### config.mk
export PLATFORM = sky130hd
export DESIGN_NAME = sc_sng_bank
export DESIGN_NICKNAME = d
export VERILOG_FILES = /design/src/rtl/sc_pkg.sv /design/src/rtl/sc_lfsr.sv /design/src/rtl/sc_sng_bank.sv
export SDC_FILE = /design/constraint.sdc
export NUM_CORES = 1
export LEC_CHECK = 0
export ABC_AREA = 1
export ABC_CLOCK_PERIOD_IN_PS = 2430
export CAP_MARGIN = 40
export CORE_UTILIZATION = 30
export DETAILED_ROUTE_END_ITERATION = 8
export GPL_TIMING_DRIVEN = 1
export SLEW_MARGIN = 25
export SYNTH_ARGS = -nofsm -noshare
export SYNTH_HDL_FRONTEND = slang
export SYNTH_SLANG_ARGS = --single-unit
### constraint.sdc
create_clock -name clk_i -period 2.43 [get_ports clk_i]
set_input_delay 0.243 -clock clk_i [delete_from_list [all_inputs] [get_ports clk_i]]
set_output_delay 0.243 -clock clk_i [all_outputs]
set_load 0.005 [all_outputs]
### src/rtl/sc_pkg.sv
// Shared types and helpers for the stochastic number generator bank:
// LFSR tap masks, step function, per-channel seed derivation and FSM states.
package sc_pkg;

    typedef enum logic {
        IDLE = 1'b0,
        RUN  = 1'b1
    } state_e;

    // Tap masks for the maximal-length Fibonacci LFSRs, one per legal width
    localparam logic [31:0] TAPS_W8  = 32'h0000_00B8;
    localparam logic [31:0] TAPS_W16 = 32'h0000_B400;
    localparam logic [31:0] TAPS_W24 = 32'h00E1_0000;
    localparam logic [31:0] TAPS_W32 = 32'h8020_0003;

    function automatic logic [31:0] taps_of(input int unsigned width);
        case (width)
            32'd8:   return TAPS_W8;
            32'd24:  return TAPS_W24;
            32'd32:  return TAPS_W32;
            default: return TAPS_W16;
        endcase
    endfunction

    function automatic logic [31:0] width_mask(input int unsigned width);
        if (width >= 32'd32) return '1;
        return (32'd1 << width) - 32'd1;
    endfunction

    function automatic logic [31:0] lfsr_next(input int unsigned width, input logic [31:0] s);
        logic fb;
        fb = ^(s & taps_of(width));
        return ((s << 1) | {31'd0, fb}) & width_mask(width);
    endfunction

    // Zero is the LFSR lock-up state, so a seed that wraps to 0 is forced to 1
    function automatic logic [31:0] seed_of(input int unsigned width, input logic [31:0] seed,
                                            input logic [31:0] step, input int unsigned k);
        logic [31:0] s;
        s = (seed + step * 32'(k)) & width_mask(width);
        if (s == 32'd0) s = 32'd1;
        return s;
    endfunction

endpackage

### src/rtl/sc_lfsr.sv
// One Fibonacci LFSR channel; reseeds to its fixed seed on reset or reseed_i.
module sc_lfsr
    import sc_pkg::*;
#(
    parameter int unsigned          WIDTH    = 16,
    parameter logic [WIDTH-1:0]     SEED_VAL = WIDTH'(1)
) (
    input  logic             clk_i,
    input  logic             rst_i,
    input  logic             reseed_i,
    input  logic             step_i,
    output logic [WIDTH-1:0] q_o
);

    always_ff @(posedge clk_i) begin
        if (rst_i || reseed_i) begin
            q_o <= SEED_VAL;
        end else if (step_i) begin
            q_o <= WIDTH'(lfsr_next(WIDTH, 32'(q_o)));
        end
    end

endmodule

### src/rtl/sc_sng_bank.sv
// Multi-channel stochastic number generator with valid/ready stream output.
// Optional SC_ONES_COUNT_EN adds per-channel ones counters on cnt_o.
module sc_sng_bank
    import sc_pkg::*;
#(
    parameter int unsigned  WIDTH      = 16,
    parameter int unsigned  CHANNELS   = 4,
    parameter int unsigned  STREAM_LEN = 65535,
    parameter logic [31:0]  SEED       = 32'h0000ACE1,
    parameter logic [31:0]  SEED_STEP  = 32'h00003C5B
) (
    input  logic                         clk_i,
    input  logic                         rst_i,
    input  logic                         load_valid_i,
    output logic                         load_ready_o,
    input  logic [CHANNELS*WIDTH-1:0]    in_i,
    input  logic                         abort_i,
    output logic                         d_valid_o,
    input  logic                         d_ready_i,
    output logic [CHANNELS-1:0]          d_o,
`ifdef SC_ONES_COUNT_EN
    output logic [CHANNELS*$clog2(64'(STREAM_LEN) + 64'd1)-1:0] cnt_o,
`endif
    output logic                         last_o
);

    localparam int unsigned     CW       = $clog2(64'(STREAM_LEN) + 64'd1);
    localparam logic [CW-1:0]   LAST_IDX = CW'(STREAM_LEN - 32'd1);

    if (!(WIDTH == 8 || WIDTH == 16 || WIDTH == 24 || WIDTH == 32)) begin : g_bad_width
        $error("sc_sng_bank: WIDTH must be 8, 16, 24 or 32");
    end

    state_e                          state_q;
    logic                            load_ready_q;
    logic                            d_valid_q;
    logic [CW-1:0]                   cnt_q;
    logic [CHANNELS*WIDTH-1:0]       val_q;
    logic [CHANNELS-1:0][WIDTH-1:0]  lfsr_q;
    logic [CHANNELS-1:0]             bits_c;
    logic                            load_acc_c;
    logic                            beat_acc_c;

    assign load_acc_c = load_ready_q & load_valid_i;
    // An aborted beat is not a transfer even if the consumer is ready
    assign beat_acc_c = d_valid_q & d_ready_i & ~abort_i;

    for (genvar k = 0; k < int'(CHANNELS); k++) begin : g_lfsr
        sc_lfsr #(
            .WIDTH    (WIDTH),
            .SEED_VAL (WIDTH'(seed_of(WIDTH, SEED, SEED_STEP, 32'(k))))
        ) u_lfsr (
            .clk_i    (clk_i),
            .rst_i    (rst_i),
            .reseed_i (load_acc_c),
            .step_i   (beat_acc_c),
            .q_o      (lfsr_q[k])
        );
    end

    // Unipolar comparison: over a full LFSR period exactly val ones are produced
    always_comb begin
        bits_c = '0;
        for (int unsigned k = 0; k < CHANNELS; k++) begin
            bits_c[k] = (lfsr_q[k] <= val_q[k*WIDTH +: WIDTH]);
        end
    end

    assign load_ready_o = load_ready_q;
    assign d_valid_o    = d_valid_q;
    assign d_o          = d_valid_q ? bits_c : '0;
    assign last_o       = d_valid_q && (cnt_q == LAST_IDX);

    always_ff @(posedge clk_i) begin
        if (rst_i) begin
            state_q      <= IDLE;
            load_ready_q <= 1'b1;
            d_valid_q    <= 1'b0;
            cnt_q        <= '0;
            val_q        <= '0;
        end else begin
            case (state_q)
                IDLE: begin
                    if (load_valid_i) begin
                        val_q        <= in_i;
                        cnt_q        <= '0;
                        state_q      <= RUN;
                        load_ready_q <= 1'b0;
                        d_valid_q    <= 1'b1;
                    end
                end
                RUN: begin
                    if (abort_i || (d_ready_i && cnt_q == LAST_IDX)) begin
                        state_q      <= IDLE;
                        load_ready_q <= 1'b1;
                        d_valid_q    <= 1'b0;
                    end
                    if (beat_acc_c) begin
                        cnt_q <= cnt_q + CW'(1);
                    end
                end
            endcase
        end
    end

`ifdef SC_ONES_COUNT_EN
    for (genvar k = 0; k < int'(CHANNELS); k++) begin : g_ones
        logic [CW-1:0] ones_q;
        always_ff @(posedge clk_i) begin
            if (rst_i || load_acc_c) begin
                ones_q <= '0;
            end else if (beat_acc_c && bits_c[k]) begin
                ones_q <= ones_q + CW'(1);
            end
        end
        assign cnt_o[k*CW +: CW] = ones_q;
    end
`endif

endmodule

==> Word level (Yosys, flattened, before mapping) <==
Index checks and enable logic that the tools add are counted.
{ "totals": {"n_memories": 0, "inputBits": 69, "register_bits": 147, "output_inout_bits": 7, "latchBits": 0, "mem_bits_ro": 0, "ramBits": 0, "wordCells": 57} }
{ "op_classes": {"n_eq_ne": 4, "reduce_logical": 11, "muxes": 15, "order_cmp": 4, "div_mod_pow": 0, "n_bitwise": 13, "n_mul": 0, "shifts": 0, "addsub": 1} }
{ "op_table": {"columns": ["cell", "n"], "rows": [
  ["bitwise AND 16 x 32 -> 32 bit", 4],
  ["parity 32 bit", 4],
  ["<= comparator 16 bit", 4],
  ["2-to-1 mux 32 bit", 2],
  ["OR 16 x 1 -> 16 bit", 4],
  ["2-to-1 mux 16 bit", 2],
  ["case mux 16 bit (2 select lines)", 1],
  ["adder 16 x 1 -> 16 bit (second input constant)", 1],
  ["== test 16 bit (second input constant)", 1],
  ["2-to-1 mux 1 bit", 6],
  ["case mux 1 bit (2 select lines)", 3],
  ["AND reduction 2 bit", 3],
  ["2-to-1 mux 4 bit", 1],
  ["!= test 2 x 1 -> 1 bit (second input constant)", 2],
  ["bitwise AND 1 bit", 3],
  ["logical AND 1 bit", 2],
  ["logical OR 1 bit", 2],
  ["!= test 2 bit (second input constant)", 1],
  ["inverter 1 bit", 2]
]} }

==> Depth between registers and ports, before layout <==
Gate-level depths: netlist of the first run.
{ "logic_depth": {"ltp_word": 7, "mapped_depth": 12, "depth_no_buf": 12} }

==> By module <==
From an unflattened synthesis of the first run, not the netlist that was laid out.
{ "unflattened": {"cells_unflattened": 1006, "area_unflattened_um2": 7495.9} }
{ "modules_own_cells": {"columns": ["module", "seq_area_each_um2", "area_per_inst_um2", "n_inst", "cells_per_inst"], "rows": [
  ["sc_sng_bank", 1661.6, 4850.9, 1, 672],
  ["sc_lfsr (g_lfsr[2].u_lfsr)", 320.3, 666.9, 1, 83],
  ["sc_lfsr (g_lfsr[0].u_lfsr)", 320.3, 664.4, 1, 83],
  ["sc_lfsr (g_lfsr[3].u_lfsr)", 320.3, 664.4, 1, 85],
  ["sc_lfsr (g_lfsr[1].u_lfsr)", 320.3, 649.4, 1, 83]
]} }

==> Worst setup path after synthesis of the first run <==
OpenSTA, ideal clock, no wires.
{ "synth_timing": {"path_type": "register to output", "start": "register val_q[15]", "end": "output d_o[0]", "setup_slack_ps": 1021, "required_ps": 2187, "arrival_time_ps": 1166, "n_path_buf": 0, "stages_incl_launch_ff": 9, "path_cell_list": "dfxtp_1 > inv_1 > ha_1 > nand2_1 > nor2_1 > nand4_1 > inv_1 > nand4_1 > a21oi_1"} }
{ "synth_via": {"elab_chain_cells": 2} }
{ "synth_lines": {"columns": ["item", "line", "text"], "rows": [
  ["start: declaration", "sc_sng_bank.sv:38", "logic [CHANNELS*WIDTH-1:0] val_q;"],
  ["start signal: assignment", "sc_sng_bank.sv:85", "val_q <= in_i;"],
  ["<= comparator 16 bit", "sc_sng_bank.sv:65", "bits_c[k] = (lfsr_q[k] <= val_q[k*WIDTH +: WIDTH]);"],
  ["2-to-1 mux 4 bit", "sc_sng_bank.sv:71", "assign d_o = d_valid_q ? bits_c : '0;"],
  ["end: declaration", "sc_sng_bank.sv:20", "output logic [CHANNELS-1:0] d_o,"]
]} }
Every way passes these cells.

==> Worst setup path in the final report of the first run <==
{ "layout_timing": {"start": "register cnt_q[12]", "end": "output last_o"} }
{ "layout_via": {"elab_chain_cells": 2} }
{ "layout_lines": {"columns": ["item", "line", "text"], "rows": [
  ["start: declaration", "sc_sng_bank.sv:37", "logic [CW-1:0] cnt_q;"],
  ["start signal: assignment", "sc_sng_bank.sv:99", "cnt_q <= cnt_q + CW'(1);"],
  ["== test 16 bit", "sc_sng_bank.sv:72", "assign last_o = d_valid_q && (cnt_q == LAST_IDX);"],
  ["logical AND 1 bit", "sc_sng_bank.sv:72", null],
  ["end: declaration", "sc_sng_bank.sv:24", "output logic last_o"]
]} }
Every way passes these cells.

==> impl_metrics.env, run 1 <==
export IMPL_area_growth_pct=25.0
export IMPL_die_area_mm2=0.0245
export IMPL_hold_viol=0
export IMPL_dp_slack_ns=0.328
export IMPL_period_needed_ns=2.26
export IMPL_grt_overflow_total=0
export IMPL_grt_pass1_vias=5700
export IMPL_crit_fanout=4
export IMPL_period_share=0.929
export IMPL_drc_errors=0
export IMPL_antenna_found_initial=0
export IMPL_p_int_mw=4.73
export IMPL_multi_input_area_mm2=0.00362
export IMPL_cp_slowest_cell="clkdlybuf4s50_1"
export IMPL_synthFlopType="dfxtp_1"
export IMPL_antenna_cells=0
export IMPL_die_w_um=156
export IMPL_slew_violations=0
export IMPL_arrival_ns=2.01
export IMPL_synthTopCellsByArea="dfxtp_1, ha_1, nand2_1"
export IMPL_post_drt_wl_per_cell_um=11.8
export IMPL_setup_slack_ns=0.172
export IMPL_die_height_um=156
export IMPL_num_io_pins=76
export IMPL_start_util=0.306
export IMPL_wl_um=15800
export IMPL_r2r_start="state_q"
export IMPL_cts_buffers=17
export IMPL_viasPerCell=4.50
export IMPL_seqPwrFrac=0.417
export IMPL_synth_cells=947
export IMPL_r2r_slack_ns=0.87
export IMPL_drive_gt1_frac=0.0750
export IMPL_clock_power_share=0.463
export IMPL_synth_nets=1082
export IMPL_synth_warnings=0
export IMPL_setup_violations=0
export IMPL_synth_avg_cell_area_um2=7.55
export IMPL_num_fill_cells=2424
export IMPL_yosys_area_top_type_share=0.411
export IMPL_root_buffer="clkbuf_16"
export IMPL_async_flop_share=0
export IMPL_setup_tns_ns=0
export IMPL_worst_endpoint_required_ns=2.19
export IMPL_gp_congestion=0.783
export IMPL_outcome="finished clean"
export IMPL_leakagePower_nw=3.72
export IMPL_clockBufferDepth=2
export IMPL_synth_edf_count=0
export IMPL_r2r_cells=9
export IMPL_switching_share=0.234
export IMPL_synth_common_cells="nand2_1, dfxtp_1, a21oi_1"
export IMPL_drv_cap=0
export IMPL_num_rows=56
export IMPL_netlist_cell_type_count=38
export IMPL_htreeDepth=4
export IMPL_cpPeakStageDelay_ns=0.55
export IMPL_first_iter_violations=254
export IMPL_whs_endpoint="val_q[46]"
export IMPL_grt_total_usage=0.137
export IMPL_dp_hpwl_um=11300
export IMPL_ys_seq_area_frac=0.411
export IMPL_path_clk_slew_ns=0.06
export IMPL_grt_pass1_wl_um=26800
export IMPL_drtAntennaViolNets=0
export IMPL_min_from="in_i[46]"
export IMPL_tightest_slew_ns=0.487
export IMPL_num_nets_final=1150
export IMPL_switching_power_mw=1.44
export IMPL_slew_headroom=0.674
export IMPL_fmax_mhz=443
export IMPL_crit_type="reg2out"
export IMPL_synth_area_mm2=0.00715
export IMPL_path_buf_inv=2
export IMPL_grt_start_max_net_pins=42
export IMPL_vias=6055
export IMPL_ir_drop_mv=0.386
export IMPL_core_area_mm2=0.0234
export IMPL_synth_top_cell_by_area="dfxtp_1"
export IMPL_portBuffers=75
export IMPL_path_delay_family="buffers and inverters"
export IMPL_powerDensity_mw_per_mm2=690
export IMPL_finish_utilization=0.382
export IMPL_crit_path_cell_trace="nand2_1 -> nor2_2 -> inv_1 -> nor4_4 -> clkdlybuf4s50_1"
export IMPL_holdBufCountCts=0
export IMPL_synth_most_common_cell="nand2_1"
export IMPL_drt_pass1_iter_count=4
export IMPL_numClockSinks=147
export IMPL_regArea_mm2=0.00294
export IMPL_hold_class="in2reg"
export IMPL_hold_depth=3
export IMPL_combPwrFrac=0.120
export IMPL_insertion_delay_ns=0.42
export IMPL_skew_ns=0.0150
export IMPL_synth_seq_cells=147
export IMPL_crit_path_end_kind="output pin"
export IMPL_cts_tree="yes"
export IMPL_worstReg2RegEnd="cnt_q[8]"
export IMPL_crit_path_start_kind="flip-flop"
==> final cells by class <==
class	instances	share of cell area
Sequential cell	147	0.329
Timing Repair Buffer	90	0.103
Clock buffer	22	0.0519
Inverter	111	0.0471
Clock inverter	9	0.0197
Tap cell	319	0.0446
Multi-Input combinational cell	648	0.405
==> how the worst max path moves through the flow <==
| stage | depth (start not counted) | startpoint | to | slack (ns) |
|---|---|---|---|---|
| finish | 5 | cnt_q[12] | last_o | 0.17 |
| global route | 9 | val_q[15] | d_o[0] | -0.006 |
| CTS | 5 | cnt_q[12] | last_o | 0.07 |
| detailed placement | 7 | val_q[63] | d_o[3] | 0.33 |
| global placement | 7 | val_q[59] | d_o[3] | 0.32 |
| floorplan | 8 | val_q[15] | d_o[0] | 1.02 |
==> worst min-delay path, cell delays in order <==
cell             delay (ns)
clkdlybuf4s50_1        0.39
o21ai_0                0.15
a21oi_1                0.04
==> cells in the final DEF, fill, tap and decap left out, types with 2 or more instances in the layout <==
cell / n
nand2_1: 163
dfxtp_1: 147
o21ai_0: 107
inv_1: 106
a21oi_1: 105
nor2_1: 95
clkdlybuf4s50_1: 71
ha_1: 66
nand3_1: 46
clkbuf_16: 17
xnor2_1: 12
buf_4: 10
nand4_1: 7
nor2_2: 5
nand2_2: 5
bufinv_16: 5
buf_12: 5
inv_2: 4
a21o_1: 4
nor3_1: 4
dlygate4sd2_1: 4
o211ai_1: 3
nor3_2: 3
a21oi_2: 3
nor2_4: 3
clkbuf_1: 3
o21ai_2: 2
o21ai_1: 2
nand3_2: 2
nand2_4: 2
clkbuf_8: 2
clkinv_2: 2
==> through the flow <==
| step | std cells | hold slack (ns) | instance area [µm²] | power [mW] |
|---|---|---|---|---|
| 2_1_floorplan | 947 | 0.372 | 7150 | 3.09 |
| 3_3_place_gp | 1315 | 0.445 | 8270 | 3.36 |
| 3_5_place_dp | 1315 | 0.454 | 8270 | 3.38 |
| 4_1_cts | 1346 | 0.426 | 8930 | 6.29 |
| 5_1_grt | 1346 | 0.444 | 8950 | 6.48 |
| 6_report | 1346 | 0.454 | 8950 | 6.17 |
==> what timing repair did <==
action / 4_1_cts / 5_1_grt
resized for setup: 9 / 3
pin swaps: 0 / 0
buffers inserted: 0 / 0
endpoints found under the setup margin: 5 / 2
==> routing by layer <==
layer / vias to the layer above / routed length (µm) / GRT usage
li1: 3235 / - / -
met5: - / 0 / 0
met3: 15 / 551 / 0.0346
met2: 85 / 7200 / 0.225
met1: 2720 / 7950 / 0.175
met4: 0 / 148 / 0.0430
==> power groups by stage <==
stage / combinational [mW] / clock, mW / sequential (mW)
detailed placement: 0.748 / 0 / 2.63
finish: 0.741 / 2.86 / 2.58
global route: 0.858 / 3.04 / 2.59
floorplan: 0.477 / 0 / 2.62
global placement: 0.733 / 0 / 2.63
CTS: 0.754 / 2.96 / 2.58
==> logic make-up (layout without fill, tap and decap cells) <==
group | count (synthesis) | after routing | synth area share
adders and majority gates | 66 | 66 | 0.115
and+or+nand+nor | 339 | 339 | 0.202
AOI/OAI and AO/OA | 231 | 231 | 0.168
buffers and inverters | 152 | 232 | 0.0887
DFF | 147 | 147 | 0.411
xor gates and xnor gates | 12 | 12 | 0.0147
==> state kept, by name (all words and copies together) (netlist names) <==
register	cells
cnt_q	16
state_q	1
val_q	64
load_ready_o	1
d_valid_o	1
g_lfsr.u_lfsr.q_o	64
Note: power is estimated with default switching activity, not from simulation.
==> run 2: changes to the inputs <==
Settings changed: CAP_MARGIN 40 to not set.
==> results of run 2 <==
Same layout as run 1: the final DEF is identical, and so are final timing and power.
==> run 3: changes to the inputs <==
==> constraint.sdc (replaced) <==
create_clock -name clk_i -period 2.43 [get_ports clk_i]
set_input_delay 0.486 -clock clk_i [delete_from_list [all_inputs] [get_ports clk_i]]
set_output_delay 0.486 -clock clk_i [all_outputs]
set_load 0.005 [all_outputs]
==> run 3 against run 2 <==
First-iteration DRC count rose by 11%. Utilization increased by 0.45 points. Highest routed layer unchanged. Via count fell by 0.15%. Count of clock-buffer cells in the layout unchanged. Worst hold slack about the same. Combinational power increased by 6.9%. Die area did not move. Largest power group is now sequential cells. Cell count increased by 0.30%. Power is 6.9% lower. Cell area up 1.2%. Register-to-register slack better by 0.05 ns.
==> impl_metrics.env, run 3 (synthesis results as in run 1) <==
export IMPL_area_growth_pct=26.5
export IMPL_path_clk_slew_ns=0.06
export IMPL_switching_share=0.259
export IMPL_dp_hpwl_um=11400
export IMPL_crit_end="d_o[0]"
export IMPL_core_area_mm2=0.0234
export IMPL_num_rows=56
export IMPL_period_needed_ns=2.30
export IMPL_clock_power_share=0.413
export IMPL_vias=6046
export IMPL_cpPeakStageDelay_ns=0.42
export IMPL_num_io_pins=76
export IMPL_place_area_mm2=0.00830
export IMPL_r2r_start="state_q"
export IMPL_grt_use_met1=0.184
export IMPL_arrival_ns=1.82
export IMPL_fmax_mhz=434
export IMPL_antenna_found_initial=0
export IMPL_seqPwrFrac=0.449
export IMPL_hold_class="reg2reg"
export IMPL_slew_headroom=0.746
export IMPL_grt_overflow_total=0
export IMPL_root_buffer="clkbuf_16"
export IMPL_setup_violations=0
export IMPL_cp_slowest_cell="dfxtp_1"
export IMPL_drt_pass1_iter_count=4
export IMPL_path_delay_family="flip-flops"
export IMPL_outcome="finished clean"
export IMPL_die_w_um=156
export IMPL_worst_endpoint_required_ns=1.94
export IMPL_leakagePower_nw=3.68
export IMPL_critPathLaunch="g_lfsr[0].u_lfsr.q_o[15]"
export IMPL_drtAntennaViolNets=0
export IMPL_drc_errors=0
export IMPL_grt_total_usage=0.139
export IMPL_first_iter_violations=283
export IMPL_die_height_um=156
export IMPL_crit_path_end_kind="output pin"
export IMPL_r2r_cells=5
export IMPL_crit_fanout=3
export IMPL_insertion_delay_ns=0.41
export IMPL_post_drt_wl_per_cell_um=12.0
export IMPL_grt_busiest_layer="met2"
export IMPL_tightest_slew_ns=0.376
export IMPL_portBuffers=75
export IMPL_num_nets_final=1156
export IMPL_grt_use_met2=0.226
export IMPL_powerDensity_mw_per_mm2=635
export IMPL_crit_path_cell_trace="ha_4 -> nand2_2 -> nor2_2 -> buf_4 -> a21oi_2 -> nand2_1 -> a21oi_2 -> buf_2"
export IMPL_grt_util_met3=0.0274
export IMPL_layout_commonest_cell="nand2_1"
export IMPL_cts_tree="yes"
export IMPL_finish_utilization=0.387
export IMPL_numClockSinks=147
export IMPL_crit_type="reg2out"
export IMPL_gp_congestion=0.805
export IMPL_skew_ns=0.00841
export IMPL_start_util=0.306
export IMPL_cts_buffers=17
export IMPL_path_buf_inv=2
export IMPL_viasPerCell=4.48
export IMPL_grt_start_max_net_pins=65
export IMPL_hold_viol=0
export IMPL_antenna_cells=0
export IMPL_crit_cells=8
export IMPL_grt_pass1_vias=5683
export IMPL_worstReg2RegEnd="val_q[33]"
export IMPL_largestRegisters="g_lfsr.u_lfsr.q_o: 64 flops, val_q: 64 flops, cnt_q: 16 flops"
export IMPL_r2r_slack_ns=0.92
export IMPL_p_int_mw=4.26
export IMPL_clockBufferDepth=2
export IMPL_postLayoutCellArea_mm2=0.00905
export IMPL_period_share=0.949
export IMPL_combPwrFrac=0.138
export IMPL_drv_cap=0
export IMPL_htreeDepth=4
export IMPL_die_area_mm2=0.0245
export IMPL_rsz0062_at_grt="true"
export IMPL_crit_path_start_kind="flip-flop"
export IMPL_num_fill_cells=2455
export IMPL_wl_um=16200
export IMPL_crit_top_cell="a21oi_2"
export IMPL_switching_power_mw=1.49
export IMPL_ir_drop_mv=0.385
export IMPL_slew_violations=0
export IMPL_grt_pass1_wl_um=27200
export IMPL_drive_gt1_frac=0.116
export IMPL_mostFrequentLayoutCells="nand2_1, dfxtp_1, o21ai_0"
run 3: routing by layer:
metal	vias up	part of all wire
met1	2692	0.50
met3	16	0.032
li1	3245	-
met4	0	0.010
met2	93	0.45
met5	-	0
run 3: what timing repair did:
action / CTS / global route
resized for setup: 27 / 32
endpoints found under the setup margin: 5 / 4
setup buffers: 0 / 1
hold buffers: 0 / 0
pin swaps: 2 / 14
run 3: worst min path at each step:
stage                    from   endpoint  slack (ns)  cells after the start
finish              val_q[12]  val_q[12]        0.45                      2
global placement    val_q[63]  val_q[63]        0.45                      2
CTS                 val_q[22]  val_q[22]        0.46                      2
floorplan           val_q[10]  val_q[10]        0.44                      2
detailed placement  val_q[22]  val_q[22]        0.45                      2
global route        cnt_q[14]  cnt_q[14]        0.48                      2
run 3: cell type report:
class / count / area (µm²) / share of cell area
sequential: 147 / 2950 / 0.326
tap: 319 / 399 / 0.0441
clock inverter: 7 / 53.8 / 0.00594
inverter: 111 / 422 / 0.0466
timing repair buffer: 96 / 937 / 0.104
multi-input combinational: 648 / 3820 / 0.422
clock buffer: 22 / 474 / 0.0524
run 3: power by group through the flow:
stage	clock [mW]	sequential (mW)	combinational (mW)
2_1_floorplan	0	2.62	0.477
3_3_place_gp	0	2.63	0.735
6_report	2.38	2.58	0.792
4_1_cts	2.45	2.58	0.771
3_5_place_dp	0	2.63	0.749
5_1_grt	2.56	2.59	0.916
run 3: per-stage QoR:
step / hold slack [ns] / total power [mW] / instances / setup slack [ns] / setup TNS [ns]
after global placement: 0.445 / 3.36 / 1320 / 0.0966 / 0
after detailed placement: 0.453 / 3.38 / 1320 / 0.0923 / 0
after floorplan: 0.435 / 3.09 / 947 / 0.778 / 0
final: 0.454 / 5.75 / 1350 / 0.125 / 0
after global routing: 0.475 / 6.07 / 1350 / -0.0355 / -0.0355
after CTS: 0.462 / 5.80 / 1349 / -0.0437 / -0.0437
run 3: worst min-delay path: cells and delay by family (launching register included):
kind	cells	cell delay, ns
buf+inv	1	0.05
flops	1	0.30
compound gates	1	0.05
